$ cat config.mk
export PLATFORM = sky130hd
export DESIGN_NAME = serialparalelo_align
export DESIGN_NICKNAME = d
export VERILOG_FILES = /design/src/rtl/serialparalelo_align.sv
export SDC_FILE = /design/constraint.sdc
export NUM_CORES = 1
export LEC_CHECK = 0
export BUFFER_PORTS_ARGS = -buffer_cell sky130_fd_sc_hd__buf_2
export CELL_PAD_IN_SITES_DETAIL_PLACEMENT = 1
export CELL_PAD_IN_SITES_GLOBAL_PLACEMENT = 1
export CORE_MARGIN = 5
export CORE_UTILIZATION = 51
export CTS_BUF_LIST = sky130_fd_sc_hd__clkbuf_2
export DETAILED_ROUTE_END_ITERATION = 12
export PLACE_DENSITY_LB_ADDON = 0.1
export SKIP_CTS_REPAIR_TIMING = 1
export SYNTH_ARGS = -nofsm -noshare
export SYNTH_HDL_FRONTEND = slang
export SYNTH_SLANG_ARGS = --single-unit
$ cat constraint.sdc
create_clock -name clk_32f -period 2.75 [get_ports clk_32f]
set_clock_uncertainty 0.05 [all_clocks]
set_input_delay 0.1375 -clock clk_32f [delete_from_list [all_inputs] [get_ports clk_32f]]
set_output_delay 0.1375 -clock clk_32f [all_outputs]
set_load 0.03 [all_outputs]
$ cat src/rtl/serialparalelo_align.sv
// Serial-to-parallel receiver with comma-based word alignment.
// Finds the word boundary at any bit offset, locks after LOCK_COUNT aligned commas, re-aligns after LOSS_COUNT misaligned ones.
module serialparalelo_align #(
  parameter int                WIDTH      = 8,
  parameter logic [WIDTH-1:0]  COMMA      = 8'hBC,
  parameter int                LOCK_COUNT = 4,
  parameter int                LOSS_COUNT = 4
) (
  input  logic             clk_32f,
  input  logic             reset,
  input  logic             serial_in,
  output logic [WIDTH-1:0] data_out,
  output logic             valid_out,
  output logic             comma_out,
  output logic             active_out,
  output logic [1:0]       state_out
);

  localparam int PW = (WIDTH > 1) ? $clog2(WIDTH) : 1;

  typedef enum logic [1:0] {
    ST_HUNT  = 2'd0,
    ST_CHECK = 2'd1,
    ST_SYNC  = 2'd2
  } state_t;

  state_t           r_state;
  logic [WIDTH-1:0] r_sr;
  logic [PW-1:0]    r_phase;
  logic [3:0]       r_lock_cnt;
  logic [3:0]       r_miss_cnt;
  logic [WIDTH-1:0] r_data;
  logic             r_valid;
  logic             r_comma;
  logic             r_active;

  state_t           w_state_nxt;
  logic [PW-1:0]    w_phase_nxt;
  logic [3:0]       w_lock_nxt;
  logic [3:0]       w_miss_nxt;
  logic [WIDTH-1:0] w_data_nxt;
  logic             w_valid_nxt;
  logic             w_comma_nxt;

  logic [WIDTH-1:0] w_word_next;
  logic             w_boundary;
  logic             w_is_comma;
  logic [3:0]       w_lock_inc;
  logic [3:0]       w_miss_inc;
  state_t           w_lock_target;

  // The word including the bit being sampled now drives every comparison.
  assign w_word_next   = {r_sr[WIDTH-2:0], serial_in};
  assign w_boundary    = (r_phase == PW'(WIDTH - 1));
  assign w_is_comma    = (w_word_next == COMMA);
  assign w_lock_inc    = r_lock_cnt + 4'd1;
  assign w_miss_inc    = r_miss_cnt + 4'd1;
  assign w_lock_target = (LOCK_COUNT == 1) ? ST_SYNC : ST_CHECK;

  // Next-state, alignment counters and output strobes.
  always_comb begin
    w_state_nxt = r_state;
    w_phase_nxt = w_boundary ? '0 : (r_phase + PW'(1));
    w_lock_nxt  = r_lock_cnt;
    w_miss_nxt  = r_miss_cnt;
    w_data_nxt  = r_data;
    w_valid_nxt = 1'b0;
    w_comma_nxt = 1'b0;

    case (r_state)
      ST_HUNT: begin
        if (w_is_comma) begin
          w_phase_nxt = '0;
          w_lock_nxt  = 4'd1;
          w_state_nxt = w_lock_target;
        end else begin
          w_lock_nxt  = 4'd0;
        end
      end

      ST_CHECK: begin
        if (w_boundary) begin
          if (w_is_comma) begin
            w_lock_nxt = w_lock_inc;
            if (w_lock_inc >= 4'(LOCK_COUNT)) begin
              w_state_nxt = ST_SYNC;
              w_miss_nxt  = 4'd0;
            end else begin
              w_state_nxt = ST_CHECK;
            end
          end else begin
            w_state_nxt = ST_HUNT;
            w_lock_nxt  = 4'd0;
          end
        end else begin
          w_state_nxt = ST_CHECK;
        end
      end

      ST_SYNC: begin
        if (w_boundary) begin
          if (w_is_comma) begin
            w_comma_nxt = 1'b1;
            w_miss_nxt  = 4'd0;
          end else begin
            w_data_nxt  = w_word_next;
            w_valid_nxt = 1'b1;
          end
        end else if (w_is_comma) begin
          // The misaligned comma that trips the loss limit seeds the new lock.
          if (w_miss_inc >= 4'(LOSS_COUNT)) begin
            w_phase_nxt = '0;
            w_lock_nxt  = 4'd1;
            w_miss_nxt  = 4'd0;
            w_state_nxt = w_lock_target;
          end else begin
            w_miss_nxt  = w_miss_inc;
          end
        end else begin
          w_miss_nxt = r_miss_cnt;
        end
      end

      default: begin
        w_state_nxt = ST_HUNT;
        w_phase_nxt = '0;
        w_lock_nxt  = 4'd0;
        w_miss_nxt  = 4'd0;
      end
    endcase
  end

  // State, shift register and registered outputs.
  always_ff @(posedge clk_32f or negedge reset) begin
    if (!reset) begin
      r_state    <= ST_HUNT;
      r_sr       <= '0;
      r_phase    <= '0;
      r_lock_cnt <= 4'd0;
      r_miss_cnt <= 4'd0;
      r_data     <= '0;
      r_valid    <= 1'b0;
      r_comma    <= 1'b0;
      r_active   <= 1'b0;
    end else begin
      r_state    <= w_state_nxt;
      r_sr       <= w_word_next;
      r_phase    <= w_phase_nxt;
      r_lock_cnt <= w_lock_nxt;
      r_miss_cnt <= w_miss_nxt;
      r_data     <= w_data_nxt;
      r_valid    <= w_valid_nxt;
      r_comma    <= w_comma_nxt;
      r_active   <= (w_state_nxt == ST_SYNC);
    end
  end

  assign data_out   = r_data;
  assign valid_out  = r_valid;
  assign comma_out  = r_comma;
  assign active_out = r_active;
  assign state_out  = r_state;

endmodule

### Word level (Yosys, flattened, before mapping)

Cells that the tools add are included.

| operators by class | value |
|---|---|
| bitwise operators | 2 |
| $lt $le $gt $ge | 2 |
| muxes and demuxes | 35 |
| equality and inequality tests | 11 |
| shifts and indexed selects | 0 |
| reductions and logical operators | 4 |
| add/sub/neg operators | 3 |
| multiply operators | 0 |
| divide/modulo/power cells | 0 |

Operator list:

| cell | count |
|---|---|
| $mux 4 | 12 |
| $pmux 4 s3 | 2 |
| $mux 3 | 5 |
| $mux 2 | 7 |
| $ne 2x2->1 const B | 6 |
| $pmux 3 s3 | 1 |
| $add 4x1->4 const B | 2 |
| $eq 8x8->1 const B | 1 |
| $ge 4x3->1 const B | 2 |
| $mux 1 | 7 |
| $pmux 2 s3 | 1 |
| $reduce_and 5->1 | 1 |
| $eq 2x2->1 const B | 2 |
| $reduce_and 4->1 | 1 |
| $add 3x1->3 const B | 1 |
| $eq 3x3->1 const B | 1 |
| $reduce_and 3->1 | 1 |
| $eq 2x1->1 const B | 1 |
| $logic_not 2->1 | 1 |
| $not 1->1 | 2 |

| storage, ports and cells | value |
|---|---|
| memories kept | 0 |
| memory bits (writable) | 0 |
| logic and storage cells | 66 |
| bits in read-only memories | 0 |
| bits in latches | 0 |
| register bits | 31 |
| output and inout port bits | 13 |

### Longest topological paths before layout

Gate-level depths: netlist of the first run.

| logic depth | value |
|---|---|
| depth after elaboration | 7 |
| mapped depth | 7 |
| mapped depth without buffers | 6 |

### Least setup slack after synthesis of the first run

OpenSTA, ideal clock, no wires.

| timing | value |
|---|---|
| kind | register to register |
| start point | register r_lock_cnt[0] |
| end point | register r_miss_cnt[0] |
| setup slack | 0.943 ns |
| stages on the path, launching flop included | 7 |
| required time | 2.575 ns |
| buffers on the path | 0 |
| arrival | 1.632 ns |
| cells stage by stage | dfrtp_1 ha_1 and2_1 a31oi_1 nand2_1 o21ai_1 mux2_2 |

| on the way | value |
|---|---|
| cells in the longest elaborated chain, start to end | 4 |

Ends and longest elaborated chain:

| what | RTL line | RTL |
|---|---|---|
| start: declaration | 30 | `logic [3:0] r_lock_cnt;` |
| start signal: assignment | 149 | `r_lock_cnt <= w_lock_nxt;` |
| $add 4x1->4 | 56 | `assign w_lock_inc = r_lock_cnt + 4'd1;` |
| $ge 4x3->1 | 85 | `if (w_lock_inc >= 4'(LOCK_COUNT)) begin` |
| $ne 2x2->1 (no source line) | - |  |
| $reduce_and 5->1 (no source line) | - |  |
| end signal: assignment | 150 | `r_miss_cnt <= w_miss_nxt;` |
| end: declaration | 31 | `logic [3:0] r_miss_cnt;` |

Every way passes these cells.
A chain may end at the register's enable or synchronous reset.

### Final worst setup path of the first run

Ends and elaborated chain as after synthesis.

==> results of run 1 <==
-- power by group through the flow --
stage	registers (mW)	clock network (mW)	logic [mW]
finish	0.478	0.206	0.0439
global route	0.481	0.230	0.0488
detailed placement	0.487	0	0.0431
global placement	0.486	0	0.0426
CTS	0.478	0.209	0.0432
floorplan	0.498	0	0.0111
-- kinds of logic (layout without fill, tap and decap cells) --
logic type | after synthesis | in the layout
muxes | 10 | 10
DFF | 31 | 31
and+or+nand+nor | 36 | 36
adders and majority gates | 4 | 4
AOI/OAI and AO/OA | 26 | 26
buffers and inverters | 5 | 27
-- through the flow --
| step | hold WS [ps] | power [mW] | setup WS [ps] | util (%) |
|---|---|---|---|---|
| 3_3_place_gp | 160.1 | 0.5288 | 743.2 | 57.74 |
| 2_1_floorplan | -208.1 | 0.5091 | 942.9 | - |
| 3_5_place_dp | 159.9 | 0.5301 | 714.9 | 57.74 |
| 6_report | 233.3 | 0.7275 | 634.9 | 59.87 |
| 5_1_grt | 306.6 | 0.7600 | 554.5 | 59.87 |
| 4_1_cts | -269.8 | 0.7307 | 675.6 | 59.08 |
-- worst paths after layout --
path / startpoint / cells past startpoint / end / slack, ps
max in group asynchronous: reset / 2 / r_lock_cnt[2]$_DFFE_PN0P_ / 1950
max: r_lock_cnt[0]$_DFFE_PN0P_ / 6 / r_miss_cnt[0]$_DFFE_PN0P_ / 630
min in group clk_32f: r_sr[5]$_DFF_PN0_ / 0 / r_sr[6]$_DFF_PN0_ / 360
max reg2reg: r_lock_cnt[0]$_DFFE_PN0P_ / 6 / r_miss_cnt[0]$_DFFE_PN0P_ / 630
min: reset / 2 / state_out[1]$_DFF_PN0_ / 230
min reg2reg: r_sr[5]$_DFF_PN0_ / 0 / r_sr[6]$_DFF_PN0_ / 360
-- cell usage after synthesis (all sizes together), types with 3 or more instances --
library cell / instances / share of area [%]
ha: 4 / 3.7
nand2: 9 / 2.5
dfrtp: 31 / 57
inv: 3 / 0.83
and2: 5 / 2.5
mux2: 10 / 8.3
nor2: 5 / 1.9
o21ai: 6 / 2.2
a21oi: 4 / 1.5
a31oi: 3 / 1.8
-- routing by layer --
metal	share of wire (%)	up-vias
met4	3.1	0
li1	-	450
met2	52	26
met3	4.3	10
met5	0	-
met1	41	484
-- registers in the layout, indices dropped and copies added (netlist names) --
signal / cells
active_out: 1
r_sr: 7
comma_out: 1
r_miss_cnt: 4
valid_out: 1
state_out: 2
r_lock_cnt: 4
r_phase: 3
data_out: 8
-- worst max-delay path, delay by kind of cell (launching register included) --
kind                     cells  cell delay, ps
AO/OA/AOI/OAI                2             520
adder cells (fa/ha/maj)      1             270
flip-flops                   1             490
multiplexers                 1             360
AND/OR/NAND/NOR              2             310
-- final cells by class --
cell class,instances,area [um2],share of cell area (%)
Sequential cell,31,775.7,51.37
Tap cell,30,37.54,2.485
Multi-Input combinational cell,76,556.8,36.87
Clock inverter,2,8.758,0.5799
Clock buffer,5,25.02,1.657
Inverter,3,11.26,0.7456
Timing Repair Buffer,17,95.09,6.297
==> impl_results.md, run 1 <==
* VDD IR-drop max at 0.4040 mV
* CTS Buf Count at 5
* CP Data Required Time at 2960 ps
* Grt met1 use at 19.71%
* Maximum number of pins on one net before global-route repair at 32
* Routed WL per cell at 16.77 um
* Post-Synth Simple-Gate Area at between 15 and 20%
* Wirelength, routed at 2.751 mm
* Final setup fails at 0
* Met2 Use GR at 28.55%
* I/O Buffers at 15
* Yosys Warn Count at 0
* Final Hold Viols at 0
* Max cap viols at 0
* Grt total ovfl at 0
* Crit-path slowest cell: dfrtp_1
* CP startpoint kind: register
* Sequential area share after synthesis at 57.09%
* Register share of total power at 65.7%
* Worst Tran Pin Value at 649.7 ps
* Critical path data arrival time at 2330 ps
* Area grow syn2layout at 11.14%
* Die height at between 60 and 70 um
* Critical-path cell list: ha_1 -> and2_1 -> a31oi_1 -> nand2_1 -> o21ai_1 -> mux2_2
* Mapped Area at 1359 um2
* # rows at 18
* Antenna Cells at 0
* Crit Path Class: reg -> reg
* Vias in the first global route at 1078
* Power per cell area at 481.7 nW/um2
* Gpl congestion at 0.8038
* ANT nets after route at 0
* H-tree levels at 2
* FFs w/ async S/R, synth at 100.0%
* Placed cells at 155
* Most common cell after layout, fill and taps aside: dfrtp_1
* Worst slew margin at 56.68%
* Most frequent cells in the layout: dfrtp_1, buf_2, nand2_1, mux2_2, clkbuf_2
* TritonCTS clock tree: yes
* # fillers at 280
* Flops & latches, synth at 31
* Antenna violations before repair at 0
* Full die area at 3796 um2
* Pleak at ~0.70 nW
* Skew-Pair Late Insertion Delay at 380 ps
* First-pass GRT wire length at roughly 4.8 mm
* Gr usage total at between 10% and 20%
* Root buf cell: clkbuf_2
* Internal power at approximately 0.54 mW
* Min cycle time layout at 2115 ps
* Largest family of logic cells by synthesized area: simple AND/OR/NAND/NOR gates
* Post-Synth Adder-Cell Area at 3.683%
* Net Sw Frac at 25.96%
* Slew Viols, Final at 0
* Unrepaired setup endpoints after global routing: false
* Sw Pwr at roughly 0.19 mW
* Busiest grt layer: met2
* Routed vias/inst at 5.915
* Met3 GRT Util at ~5.5%
* Mean post-synth cell area at 12.13 um2
* Post-synthesis xor/xnor area fraction at 0%
* # DRC at 0
* Crit share post-route at about three quarters
* Area post-placement at between 1000 and 1500 um2
* Via count at 970
* Width of the chip at 61.62 um
* Fmax at 0.4728 GHz
* Layout Cells excl Fill at 164
* Max incr delay on CP at between 400 and 500 ps
* Complex-gate fraction of the synthesized area at 13.63%
* Share of layout cells above drive strength 1 at 26.87%
* 1st-pass router iterations at 4
* EDFF count, synth at 0
* Initial DRC Count at 17
* Max clock buf depth at 2
* Crit path max fanout at 7
* Core ar. at 2522 um2
* Synth cell types at 39
* Status: finished, final reports clean
* Fin area at 1510 um2
* Cells after Synth at 112
* Ys flop type: dfrtp_1
* CP endpoint kind: register
* Post-synth net total at 119
* Clock Power Share at 28.3%
* IO Pins at 16
* Proportion of synthesized area in mux cells at 8.287%
* Initial core utilization at 53.87%
* Comb pwr share at 6.0%
* TNS Setup at 0 ps
* Sink Count at 31
* Worst min-delay path category: in -> async
* Reg clk slew, reported paths at roughly 180 ps
* Final #Nets at 141
* DP Wirelength at 2.025 mm
(Power assumes the default switching activity.)
==> run 2: changes to the inputs <==
--- a/config.mk
+++ b/config.mk
@@ -9,7 +9,7 @@
 export CELL_PAD_IN_SITES_DETAIL_PLACEMENT = 1
 export CELL_PAD_IN_SITES_GLOBAL_PLACEMENT = 1
 export CORE_MARGIN = 5
-export CORE_UTILIZATION = 51
+export CORE_UTILIZATION = 48
 export CTS_BUF_LIST = sky130_fd_sc_hd__clkbuf_2
 export DETAILED_ROUTE_END_ITERATION = 12
 export PLACE_DENSITY_LB_ADDON = 0.1
==> constraint.sdc (replaced) <==
create_clock -name clk_32f -period 2.1 [get_ports clk_32f]
set_clock_uncertainty 0.05 [all_clocks]
set_input_delay 0.105 -clock clk_32f [delete_from_list [all_inputs] [get_ports clk_32f]]
set_output_delay 0.105 -clock clk_32f [all_outputs]
set_load 0.03 [all_outputs]
==> impl_results.md, run 2 (synthesis gave the netlist of run 1 again) <==
* Share of layout cells above drive strength 1 at 31.21% (+4.3 points)
* Net Sw Frac at 24.92% (-1.0 points)
* Antenna violations before repair at 0 (unchanged)
* DP Wirelength at 2.188 mm (+8.1%)
* Skew-Pair Late Insertion Delay at 370 ps (about the same)
* Crit path max fanout at 5 (-2)
* Placed cells at 162 (+4.5%)
* Critical-path cell list: ha_1 -> and2_1 -> a31oi_1 -> nand2_1 -> o21ai_1 -> mux2_2
* Clock Power Share at 29.1% (+0.8 points)
* Antenna Cells at 0 (unchanged)
* H-tree levels at 2 (unchanged)
* Worst slew margin at 55.32% (-1.4 points)
* Unrepaired setup endpoints after global routing: false
* Via count at 985 (+1.5%)
* Area post-placement at 1503 um2 (+3.2%)
* ANT nets after route at 0 (unchanged)
* Core ar. at 2734 um2 (+8.4%)
* Pleak at 0.7337 nW (+5.5%)
* Final setup fails at 0 (unchanged)
* Initial core utilization at 49.70% (-4.2 points)
* Layout Cells excl Fill at 172 (+4.9%)
* Gpl congestion at 0.8041 (about the same)
* Max cap viols at 0 (unchanged)
* TNS Setup at 0 ps (unchanged)
* CP startpoint kind: register
* Area grow syn2layout at 15.01%
* Reg clk slew, reported paths at 160 ps (-20 ps)
* Status: finished, final reports clean
* Crit Path Class: reg -> reg
* Min cycle time layout at 1929 ps (-186.1 ps)
* CTS Buf Count at 5 (unchanged)
* Critical path data arrival time at 2130 ps (-200 ps)
* CP Data Required Time at 2300 ps (-660 ps)
* Final Hold Viols at 0 (unchanged)
* Grt total ovfl at 0 (unchanged)
* Fmax at 0.5184 GHz (+9.6%)
* Crit-path slowest cell: dfrtp_1
* TritonCTS clock tree: yes
* Sink Count at 31 (unchanged)
* CP endpoint kind: register
* Worst min-delay path category: in -> async
* Width of the chip at 63.21 um (+2.6%)
* Sw Pwr at 0.2410 mW (+28%)
* Vias in the first global route at 1113 (+3.2%)
* # rows at 19 (+1)
* Most common cell after layout, fill and taps aside: dfrtp_1
* Initial DRC Count at 28 (+11)
* Die height at 63.21 um (+2.6%)
* Final worst slack at 171.0 ps (-463.9 ps)
* Slew Viols, Final at 0 (unchanged)
* Worst Tran Pin Value at 670.2 ps (+20.48 ps)
* Root buf cell: clkbuf_2
* Maximum number of pins on one net before global-route repair at 32 (unchanged)
* VDD IR-drop max at 0.6551 mV (+62%)
* I/O Buffers at 15 (unchanged)
* # DRC at 0 (unchanged)
* IO Pins at 16 (unchanged)
* Worst slack at placement at 180.0 ps (-534.9 ps)
* First-pass GRT wire length at 5.119 mm (+7.7%)
* Gr usage total at 16.66% (-0.80 points)
* Max clock buf depth at 2 (unchanged)
* Most frequent cells in the layout: dfrtp_1, buf_2, nand2_1, mux2_2, clkbuf_2
* Register share of total power at 64.9% (-0.8 points)
* Largest register FFs at 8 (unchanged)
* Wirelength, routed at 2.908 mm (+5.7%)
* 1st-pass router iterations at 4 (unchanged)
* Routed vias/inst at 5.727 (-3.2%)
* Final #Nets at 147 (+4.3%)
* Routed WL per cell at 16.91 um (+0.79%)
* Crit share post-route at 91.86% (+15 points)
* Pwr Total at 0.9670 mW (+33%)
* Full die area at 3995 um2 (+5.2%)
* Power per cell area at 618.8 nW/um2 (+28%)
* Internal power at 0.7260 mW (+35%)
* Comb pwr share at 6.1% (about the same)
* Fin area at 1563 um2 (+3.5%)
* Max incr delay on CP at 460 ps (-30 ps)
-- run 2: changes by cell type in the layout (fill, tap and decap cells not counted), sizes merged --
cell,before,now
buf,15,21
clkbuf,5,7
clkinv,2,1
-- run 2: worst paths after layout --
path,startpoint,to,slack [ps],depth (start not counted)
max,r_lock_cnt[1]$_DFFE_PN0P_,r_miss_cnt[1]$_DFFE_PN0P_,170,6
min,reset,r_lock_cnt[2]$_DFFE_PN0P_,230,2
max reg2reg,r_lock_cnt[1]$_DFFE_PN0P_,r_miss_cnt[1]$_DFFE_PN0P_,170,6
min reg2reg,r_sr[5]$_DFF_PN0_,r_sr[6]$_DFF_PN0_,380,0
max in group asynchronous,reset,r_miss_cnt[2]$_DFFE_PN0P_,1310,2
min in group clk_32f,serial_in,r_sr[0]$_DFF_PN0_,360,2
-- run 2: worst max-delay path, delay by kind of cell (launching register included) --
kind	cells	cell delay, ps
and+or+nand+nor	2	270
DFF	1	460
AOI/OAI and AO/OA	2	430
adders and majority gates	1	240
muxes	1	360
-- run 2: final cells by class --
type / count / area, um2
clock buffers: 7 / 35.03
clock inverters: 1 / 5.005
fillers: 292 / 1171
inverters: 3 / 11.26
multi-input cells: 76 / 556.8
flip-flops and latches: 31 / 775.7
well taps: 31 / 38.79
repair buffers: 23 / 140.1
-- run 2: power by group through the flow --
stage          clock network (mW)  registers, mW  logic (mW)
5_1_grt                     0.337          0.630      0.0667
3_3_place_gp                    0          0.637      0.0564
3_5_place_dp                    0          0.639      0.0576
2_1_floorplan                   0          0.652      0.0145
6_report                    0.281          0.627      0.0586
4_1_cts                     0.303          0.628      0.0577
-- run 2: metal layers --
metal,vias to the layer above,routed length [um],track usage [%],share of wire [%]
met4,0,68,8.312,2.3
met1,491,1259,19.27,43
li1,465,-,-,-
met3,8,132,5.684,4.5
met5,-,0,0,0
met2,21,1447,27.31,50
-- run 2: per-stage QoR --
| step | hold WS [ps] | utilization, % |
|---|---|---|
| after detailed placement | 133.9 | 54.97 |
| final | 226.0 | 57.16 |
| after global placement | 122.2 | 54.97 |
| after floorplan | -240.6 | - |
| after CTS | -309.8 | 56.43 |
| after global routing | 266.0 | 57.16 |
==> run 3: changes to the inputs <==
==> constraint.sdc (replaced) <==
create_clock -name clk_32f -period 1.8 [get_ports clk_32f]
set_clock_uncertainty 0.05 [all_clocks]
set_input_delay 0.09 -clock clk_32f [delete_from_list [all_inputs] [get_ports clk_32f]]
set_output_delay 0.09 -clock clk_32f [all_outputs]
set_load 0.03 [all_outputs]
==> impl_results.md, run 3 (synthesis gave the netlist of run 1 again) <==
* WP depth at 6 (unchanged)
* Routed WL per cell at 20.84 um (+23%)
* Final worst slack at -40.09 ps (-211.0 ps)
* Worst min-delay path category: in -> async
* Skew-Pair Late Insertion Delay at 410 ps (+40 ps)
* Max clock buf depth at 2 (unchanged)
* Sink Count at 31 (unchanged)
* # DRC at 0 (unchanged)
* Crit Path Class: reg -> reg
* Most used cell, CP: and2_4
* # rows at 19 (unchanged)
* Status: finished, violations left
* Pleak at 0.8620 nW (+17%)
* Worst Tran Pin Value at 692.1 ps (+21.88 ps)
* Area grow syn2layout at 36.74%
* FF-to-FF path depth at 6 (unchanged)
* Routed vias/inst at 5.825 (+1.7%)
* Crit path capture: r_lock_cnt[1]$_DFFE_PN0P_
* Wirelength, routed at 4.042 mm (+39%)
* Root buf cell: clkbuf_2
* Layout Cells excl Fill at 194 (+13%)
* Vias in the first global route at 1147 (+3.1%)
* Final setup fails at 5 (+5)
* DP Wirelength at 2.251 mm (+2.9%)
* ANT nets after route at 0 (unchanged)
* Min cycle time layout at 1840 ps (-88.96 ps)
* Gpl congestion at 0.8244 (+2.5%)
* Core ar. at 2734 um2 (unchanged)
* Worst slew margin at 53.86% (-1.5 points)
* H-tree levels at 2 (unchanged)
* Antenna violations before repair at 0 (unchanged)
* Die height at 63.21 um (unchanged)
* IO Pins at 16 (unchanged)
* Reg2Reg Setup Slack at -40 ps (-210 ps)
* CP startpoint: r_miss_cnt[1]$_DFFE_PN0P_
* Power per cell area at 706.9 nW/um2 (+14%)
* Largest register FFs at 8 (unchanged)
* Crit path max fanout at 3 (-2)
* VDD IR-drop max at 0.6494 mV (-0.88%)
* Worst r2r src: r_miss_cnt[1]$_DFFE_PN0P_
* Hold slack at 167.1 ps (-58.89 ps)
* Gr usage total at 17.44% (+0.78 points)
* 1st-pass router iterations at 4 (unchanged)
* Via count at 1130 (+15%)
* CP startpoint kind: register
* Max cap viols at 0 (unchanged)
* CP endpoint kind: register
* I/O Buffers at 15 (unchanged)
* Antenna Cells at 0 (unchanged)
* Initial core utilization at 49.70% (unchanged)
* Share of layout cells above drive strength 1 at 49.69% (+18 points)
* Most common cell after layout, fill and taps aside: dfrtp_1
* Critical-path cell list: ha_2 -> and2_4 -> a31oi_4 -> and2_4 -> o221ai_4 -> mux2_4
* Final Core Density at 67.96% (+11 points)
* CTS Buf Count at 5 (unchanged)
* Final #Nets at 169 (+15%)
* Width of the chip at 63.21 um (unchanged)
* CP bufs+invs at 0 (unchanged)
* TritonCTS clock tree: yes
* Grt total ovfl at 0 (unchanged)
* Placed cells at 175 (+8.0%)
* Slew Viols, Final at 0 (unchanged)
* Maximum number of pins on one net before global-route repair at 32 (unchanged)
* Reg clk slew, reported paths at 200 ps (+40 ps)
* Top delay family on crit path: flip-flops
* Failing checks: setup timing
* Fmax at 0.5435 GHz (+4.8%)
* Crit-path slowest cell: dfrtp_1
* Unrepaired setup endpoints after global routing: true
* Max incr delay on CP at 460 ps (about the same)
* Crit share post-route at 102.2% (+10 points)
* Reg-to-reg critical path endpoint: r_lock_cnt[1]$_DFFE_PN0P_
* Final Hold Viols at 0 (unchanged)
* Critical path data arrival time at 2100 ps (-30 ps)
* First-pass GRT wire length at 5.388 mm (+5.3%)
* Pwr Total at 1.313 mW (+36%)
* Full die area at 3995 um2 (unchanged)
* Most frequent cells in the layout: dfrtp_1, buf_4, buf_2
* Initial DRC Count at 57 (+100%)
* CP Data Required Time at 2060 ps (-240 ps)
-- run 3: metrics by stage --
stage	worst slack, ps	instance area (um2)	setup TNS [ps]
global placement	-84.39	1600	-162.6
CTS	-104.5	1664	-908.7
finish	-40.09	1858	-74.44
global route	-90.73	1858	-523.4
detailed placement	-71.92	1600	-564.8
floorplan	9.320	1359	0
-- run 3: where the power goes --
group / leakage, nW / total (mW) / internal, mW / switching (mW)
clock: 0.0404 / 0.494 / 0.228 / 0.266
sequential: 0.383 / 0.731 / 0.717 / 0.0139
combinational: 0.439 / 0.0882 / 0.0361 / 0.0521
total: 0.862 / 1.31 / 0.981 / 0.332
-- run 3: layout make-up --
type	count	area, um2
clock buffers	5	25.02
clock inverters	3	38.79
fillers	280	875.8
inverters	3	11.26
multi-input cells	77	666.9
flip-flops and latches	31	775.7
well taps	31	38.79
repair buffers	44	301.5
-- run 3: worst reg2reg max path: cells and delay by family, from the launching register on --
kind	cells	cell delay, ps
flip-flops	1	460
AND/OR/NAND/NOR	2	360
multiplexers	1	330
AO/OA/AOI/OAI	2	330
adder cells (fa/ha/maj)	1	200
-- run 3: per-layer routing --
metal	up-vias	track usage [%]	routed length, um
met3	8	6.394	191
met5	-	0	0
met2	33	28.08	2063
li1	513	-	-
met1	576	21.10	1671
met4	0	7.013	115
-- run 3: worst min-delay path by stage --
stage                     startpoint                         to  slack (ps)  cells past startpoint
final                          reset  r_miss_cnt[3]$_DFFE_PN0P_         170                      2
after global routing           reset     state_out[1]$_DFF_PN0_         230                      2
after CTS                      reset       active_out$_DFF_PN0_        -320                      1
after detailed placement       reset     state_out[0]$_DFF_PN0_         120                      1
after global placement         reset     state_out[0]$_DFF_PN0_         110                      1
after floorplan                reset       active_out$_DFF_PN0_        -260                      0
